<file path="src/rtl/result_reader.sv">
// result_reader: captures one conversion result, turns the binary count into
// BCD with a serial double-dabble engine, and presents the reading to a
// downstream consumer with a valid/ready handshake. Error and over-range
// results bypass the converter and are presented on the next edge.
module result_reader #(
    parameter int DIGITS          = 6,
    parameter int CONV_BITS       = 20,
    parameter int RANGE_SEL_WIDTH = 2
) (
    input  logic                       clk_i,
    input  logic                       rst_ni,
    input  logic                       data_ready_i,
    input  logic [31:0]                result_count_i,
    input  logic [RANGE_SEL_WIDTH-1:0] range_sel_i,
    input  logic                       ref_sign_i,
    input  logic                       error_i,
    input  logic                       ready_i,
    output logic                       valid_o,
    output logic [4*DIGITS-1:0]        bcd_o,
    output logic [RANGE_SEL_WIDTH-1:0] range_o,
    output logic                       neg_o,
    output logic                       overrange_o,
    output logic                       err_o,
    output logic                       overrun_o
);

    localparam int                 BCD_W     = 4 * DIGITS;
    localparam int                 CNT_W     = $clog2(CONV_BITS + 1);
    localparam logic [31:0]        MAX_COUNT = 32'(10 ** DIGITS - 1);
    localparam logic [CNT_W-1:0]   LAST_STEP = CNT_W'(CONV_BITS - 1);

    typedef enum logic [1:0] {
        ST_IDLE    = 2'd0,
        ST_CONVERT = 2'd1,
        ST_HOLD    = 2'd2
    } state_t;

    // Display value used when the count does not fit in DIGITS decimal digits.
    function automatic logic [BCD_W-1:0] all_nines();
        logic [BCD_W-1:0] r;
        r = '0;
        for (int d = 0; d < DIGITS; d++) begin
            r[4*d +: 4] = 4'h9;
        end
        return r;
    endfunction

    // Double-dabble correction: every digit of 5 or more gets +3 before the shift.
    function automatic logic [BCD_W-1:0] add3_digits(input logic [BCD_W-1:0] v);
        logic [BCD_W-1:0] r;
        r = v;
        for (int d = 0; d < DIGITS; d++) begin
            if (v[4*d +: 4] >= 4'd5) begin
                r[4*d +: 4] = v[4*d +: 4] + 4'd3;
            end else begin
                r[4*d +: 4] = v[4*d +: 4];
            end
        end
        return r;
    endfunction

    state_t                       state_r;
    logic [CONV_BITS-1:0]         shift_r;
    logic [BCD_W-1:0]             acc_r;
    logic [CNT_W-1:0]             step_r;
    logic                         valid_r;
    logic [BCD_W-1:0]             bcd_r;
    logic [RANGE_SEL_WIDTH-1:0]   range_r;
    logic                         neg_r;
    logic                         ovr_r;
    logic                         err_r;
    logic                         overrun_r;

    logic [BCD_W-1:0]             acc_adj_s;
    logic [BCD_W-1:0]             acc_nxt_s;
    logic                         over_s;

    // One double-dabble step: correct digits, then shift in the next count MSB.
    always_comb begin
        acc_adj_s = add3_digits(acc_r);
        acc_nxt_s = BCD_W'({acc_adj_s, shift_r[CONV_BITS-1]});
        over_s    = (result_count_i > MAX_COUNT);
    end

    // Reading FSM: capture in IDLE, serial conversion, hold until handshake.
    always_ff @(posedge clk_i or negedge rst_ni) begin
        if (!rst_ni) begin
            state_r   <= ST_IDLE;
            shift_r   <= '0;
            acc_r     <= '0;
            step_r    <= '0;
            valid_r   <= 1'b0;
            bcd_r     <= '0;
            range_r   <= '0;
            neg_r     <= 1'b0;
            ovr_r     <= 1'b0;
            err_r     <= 1'b0;
            overrun_r <= 1'b0;
        end else begin
            case (state_r)
                ST_IDLE: begin
                    if (data_ready_i) begin
                        range_r   <= range_sel_i;
                        neg_r     <= ref_sign_i;
                        overrun_r <= 1'b0;
                        if (error_i) begin
                            bcd_r   <= '0;
                            err_r   <= 1'b1;
                            ovr_r   <= 1'b0;
                            valid_r <= 1'b1;
                            state_r <= ST_HOLD;
                        end else if (over_s) begin
                            bcd_r   <= all_nines();
                            err_r   <= 1'b0;
                            ovr_r   <= 1'b1;
                            valid_r <= 1'b1;
                            state_r <= ST_HOLD;
                        end else begin
                            err_r   <= 1'b0;
                            ovr_r   <= 1'b0;
                            shift_r <= result_count_i[CONV_BITS-1:0];
                            acc_r   <= '0;
                            step_r  <= '0;
                            state_r <= ST_CONVERT;
                        end
                    end else begin
                        valid_r <= 1'b0;
                    end
                end
                ST_CONVERT: begin
                    if (data_ready_i) begin
                        overrun_r <= 1'b1;
                    end else begin
                        overrun_r <= overrun_r;
                    end
                    acc_r   <= acc_nxt_s;
                    shift_r <= {shift_r[CONV_BITS-2:0], 1'b0};
                    if (step_r == LAST_STEP) begin
                        // Only the finished value ever reaches bcd_o.
                        bcd_r   <= acc_nxt_s;
                        valid_r <= 1'b1;
                        state_r <= ST_HOLD;
                    end else begin
                        step_r  <= step_r + CNT_W'(1);
                    end
                end
                ST_HOLD: begin
                    if (data_ready_i) begin
                        overrun_r <= 1'b1;
                    end else begin
                        overrun_r <= overrun_r;
                    end
                    if (ready_i) begin
                        valid_r <= 1'b0;
                        state_r <= ST_IDLE;
                    end else begin
                        valid_r <= 1'b1;
                    end
                end
                default: begin
                    valid_r <= 1'b0;
                    state_r <= ST_IDLE;
                end
            endcase
        end
    end

    assign valid_o     = valid_r;
    assign bcd_o       = bcd_r;
    assign range_o     = range_r;
    assign neg_o       = neg_r;
    assign overrange_o = ovr_r;
    assign err_o       = err_r;
    assign overrun_o   = overrun_r;

endmodule

</file>
<file path="config.mk">
export PLATFORM = sky130hd
export DESIGN_NAME = result_reader
export DESIGN_NICKNAME = d
export VERILOG_FILES = /design/src/rtl/result_reader.sv
export SDC_FILE = /design/constraint.sdc
export NUM_CORES = 1
export LEC_CHECK = 0
export CORE_AREA = 2 2 92 94
export CTS_CLUSTER_DIAMETER = 80
export DETAILED_ROUTE_END_ITERATION = 12
export DIE_AREA = 0 0 94 96
export PLACE_DENSITY = 0.81
export SLEW_MARGIN = 20
export SYNTH_ARGS = -nofsm -noshare
export SYNTH_HDL_FRONTEND = slang
export SYNTH_SLANG_ARGS = --single-unit
</file>
<file path="constraint.sdc">
create_clock -name clk_i -period 4.56 [get_ports clk_i]
set_clock_uncertainty 0.1 [all_clocks]
set_input_delay 1.368 -clock clk_i [delete_from_list [all_inputs] [get_ports clk_i]]
set_output_delay 1.368 -clock clk_i [all_outputs]
set_load 0.05 [all_outputs]
</file>
# Word-level counts from Yosys, hierarchy flattened
# Cells that the tools add are included.
# W data, S select, Z words.
dict set report totals {
  output_inout_bits 31
  mem_bits_ro 0
  input_bits 40
  regBits 82
  mem_bits_rw 0
  memories 0
  latchBits 0
  elab_cells 90
}
dict set report op_classes {
  n_mux 42
  n_reduce_logical 11
  mul 0
  n_shift 0
  n_eq_ne 12
  div_mod_pow 0
  order_cmp 7
  bitwise_logic 0
  add_sub_neg 7
}
# op count
set ops {}
lappend ops {{$mux W24} 7}
lappend ops {{$pmux W24 S2} 2}
lappend ops {{$mux W20} 3}
lappend ops {{$pmux W20 S2} 1}
lappend ops {{$gt A32 B20 Y1 const B} 1}
lappend ops {{$ge A4 B3 Y1 const B} 6}
lappend ops {{$add A4 B2 Y4 const B} 5}
lappend ops {{$mux W4} 5}
lappend ops {{$mux W5} 4}
lappend ops {{$ne A2 B2 Y1 const B} 6}
lappend ops {{$mux W1} 10}
lappend ops {{$mux W2} 5}
lappend ops {{$pmux W5 S2} 1}
lappend ops {{$reduce_and A4 Y1} 2}
lappend ops {{$pmux W2 S3} 1}
lappend ops {{$reduce_and A3 Y1} 2}
lappend ops {{$add A5 B1 Y5 const B} 1}
lappend ops {{$eq A5 B5 Y1 const B} 1}
lappend ops {{$reduce_and A5 Y1} 1}
lappend ops {{$ne A4 B4 Y1 const B} 1}
lappend ops {{$reduce_and A2 Y1} 2}
lappend ops {{$reduce_bool A2 Y1} 2}
lappend ops {{$add A3 B2 Y3 const B} 1}
lappend ops {{$mux W3} 1}
lappend ops {{8 further kinds} 8}

# Longest topological paths before layout
dict set report logic_depth {
  ltp_word 5
  ltp_mapped 10
  mapped_depth_nobuf 7
}

# Worst setup path before layout
# OpenSTA, ideal clock, no wires.
dict set report synth_path {
  path_type {input port to flip-flop}
  from {input result_count_i[8]}
  to {register valid_r, in the netlist valid_o}
  t_arrival_ps 2767
  n_path_buf 0
  slack_ps 1568
  t_required_ps 4335
  stages 5
  setup_ps 125
  path_cell_list {o311ai_1 a31oi_2 or2_2 o31ai_1 mux2_2}
}
dict set report synth_via {
  elab_chain_len 3
}
# element line
set synth_lines {}
lappend synth_lines {{start: declaration} 13} ;# input logic [31:0] result_count_i,
lappend synth_lines {{$gt A32 B20 Y1} 82} ;# over_s = (result_count_i > MAX_COUNT);
lappend synth_lines {{$ne A4 B4 Y1 (no line)} n/a}
lappend synth_lines {{$reduce_and A2 Y1 (no line)} n/a}
lappend synth_lines {{end signal: assignment} 92} ;# valid_r <= 1'b0;
lappend synth_lines {{end signal: assignment} 110} ;# valid_r <= 1'b1;
lappend synth_lines {{end signal: assignment} 116} ;# valid_r <= 1'b1;
lappend synth_lines {{end: declaration} 66} ;# logic valid_r;
# No other way between the ends.
# A chain may end at the register's enable or synchronous reset.

# Worst setup path in the final report
dict set report layout_path {
  from {input result_count_i[13]}
  to {register acc_r[16]}
}
dict set report layout_via {
  elab_chain_len 3
}
# element line
set layout_lines {}
lappend layout_lines {{$gt A32 B20 Y1} 82}
lappend layout_lines {{$ne A2 B2 Y1 (no line)} n/a}
lappend layout_lines {{$reduce_and A4 Y1 (no line)} n/a}
lappend layout_lines {{end signal: assignment} 136} ;# acc_r <= acc_nxt_s;
lappend layout_lines {{end: declaration} 64} ;# logic [BCD_W-1:0] acc_r;
# No other way between the ends.

==> reports/metrics.cfg <==
[outcome]
status=complete, no violations

[place]
gp_congestion=0.861
portBuffers=70
place_hpwl_mm=6.72

[sta]
setup_viol=0
slew_violations=0
rsz0062_at_grt=false
maxClockFrequency_ghz=0.292
finalCritPeriodShare_pct=75.0
finalHoldViolCount=0
worstMarginPinSlew_ps=744
max_slew_margin_pct=50.4
tns_ps=0
min_period_ps=3420

[clock_network]
cts_root_buf=clkbuf_8
post_cts_buffers=0
h-tree-depth=3
holdBufCountCts=0
clk_pin_slew_ps=80
cts_tree=yes
cts_resized=0
clockBufferDepth=2
clock_sinks=82
cts_buffers=9
clkLatencyLatePin_ps=340

[drt]
first_pass_iters=4
avgRoutedWirePerCell_um=15.1
dr.first_iter.drc_count=237
postRouteWirelength_mm=9.35
routed.top_layer=met4
wl_met1_mm=4.22
wl_met3_um=351
drc=0
ant_nets=0
wl_met2_mm=4.65
vias=3487
via_per_inst=5.64

[critical_path]
arrival_ps=3560
cp_slowest_stage_delay_ps=510
cp.required_ps=4700
worstRegToRegCells=7
path_class=in2reg
path_cells=clkdlybuf4s50_1 > o41ai_4 > a31oi_2 > o41a_2 > buf_4 > mux2_2
worst-path-buf-inv=2
crit_cells=6
critPathLaunchType=input port
cp_max_fo=44
slowest_stage=o41a_2
cp_top_family=compound AO/OA/AOI/OAI gates
cp-end-kind=flop

[synthesis]
syn_avg_cell_area_um2=9.65
synth_common_cells=dfrtp_1 (82), nand2_1 (78), o21ai_0 (65)
synth_fp_nets=506
syn_inst=449
ys_seq_area_share_pct=47.4
synth-seq-cells=82
synth.most_common_cell=dfrtp_1
yosys.area.top_type=dfrtp_1
syn_area_um2=4330
synth_top_area_share_pct=47.4
netlist_top_cells_area=dfrtp_1 (47%), o21ai_0 (7.5%), nand2_1 (6.8%)
synth_edf_count=0
netlist-cell-type-count=47
ys.warnings.count=0
synthFlopType=dfrtp_1
synthArstFlopShare_pct=100

[global_routing]
grt_max_degree=83
antenna_found_initial=0
gr-total-overflow=0
track_usage_pct=22.4
grt_pass1_wl_mm=16.0
grt_pass1_vias=3383

[power]
p_leak_nw=2.30
power_density_nw_per_um2=405
peakVddDrop_v=0.000185

[layout]
fill_cells=665
final_util_pct=65.3
drive_gt1_share_pct=7.60
nets=565
syn_to_final_growth_pct=21.4
n_antenna_cell=0

[die]
die_h_um=96
initial_core_util_pct=53.8
rows=33
die_w_um=94
io_pins=71
die_area_um2=9020
core_area_um2=8050

[worst_hold_path]
hold_depth=2
hp-class=reg2reg

[run]
drv_cap=0

final timing paths:
check / from / slack [ps] / to
worst max-delay path: result_count_i[13] / 1140 / acc_r[16]
worst min-delay path: shift_r[1] / 390 / shift_r[1]
worst max register to register: state_r[0] / 1930 / bcd_o[4]
worst min register to register: shift_r[1] / 390 / shift_r[1]
max in group asynchronous: rst_ni / 2890 / bcd_o[21]
min in group asynchronous: rst_ni / 950 / bcd_o[4]
state kept, by name (all words and copies together), names as in the netlist:
signal / count
acc_r: 24
bcd_o: 24
err_o: 1
neg_o: 1
overrange_o: 1
overrun_o: 1
range_o: 2
shift_r: 20
state_r: 2
step_r: 5
valid_o: 1
logic make-up (layout without fill, tap and decap cells):
kind of cell / count (synthesis) / in the layout / synth area share (%)
compound gates: 136 / 136 / 20.5
xor+xnor: 10 / 10 / 2.02
fa+ha+maj: 17 / 17 / 4.91
buf+inv: 46 / 110 / 4.79
flops: 82 / 82 / 47.4
mux: 27 / 27 / 6.38
simple gates: 131 / 131 / 14.0
final cells by class:
| class | instances | area [µm²] | area share (%) |
|---|---|---|---|
| clock buffers | 11 | 131 | 2.50 |
| clock inverters | 5 | 55.1 | 1.05 |
| inverters | 19 | 71.3 | 1.36 |
| multi-input cells | 321 | 2080 | 39.5 |
| flip-flops and latches | 82 | 2050 | 39.0 |
| well taps | 105 | 131 | 2.50 |
| repair buffers | 75 | 739 | 14.1 |
metrics by stage:
step | cell area, µm² | hold WS [ps] | setup WS, ps | instances | power, mW
floorplan | 4330 | 350 | 1570 | 449 | 1.37
global placement | 5070 | 361 | 809 | 602 | 1.62
detailed placement | 5070 | 371 | 783 | 602 | 1.64
CTS | 5260 | 389 | 1140 | 618 | 2.14
global route | 5260 | 412 | 1010 | 618 | 2.23
finish | 5260 | 387 | 1140 | 618 | 2.13
layout by cell type (no fill, tap or decap), drive strengths merged, types with 5 or more instances in the layout:
master	synthesis	routed
nor3b	6	6
inv	19	19
nand2	78	78
xnor2	10	10
o31ai	18	18
mux2i	22	22
nand3	15	15
dfrtp	82	82
clkbuf	15	11
a21oi	21	21
clkdlybuf4s50	0	69
ha	17	17
o21ai	68	68
nor2	8	8
buf	12	6
mux2	5	5
nand2b	7	7
worst register-to-register path, delay by kind of cell (launching register included):
family	cells	cell delay (ps)
simple gates	2	770
fa+ha+maj	1	370
flops	1	410
buf+inv	1	120
compound gates	3	770
layer usage:
metal	up-vias	track usage, %
met4	0	6.76
met2	77	36.9
met5	-	0
li1	1710	-
met3	11	3.99
met1	1689	30.4
power breakdown:
part,total [mW],switching (mW),internal [mW],leakage (nW)
logic,0.739,0.479,0.260,1.28
registers,0.877,0.0555,0.821,0.937
clock network,0.513,0.261,0.252,0.0893
No activity file was read; power rests on OpenSTA's default activity.
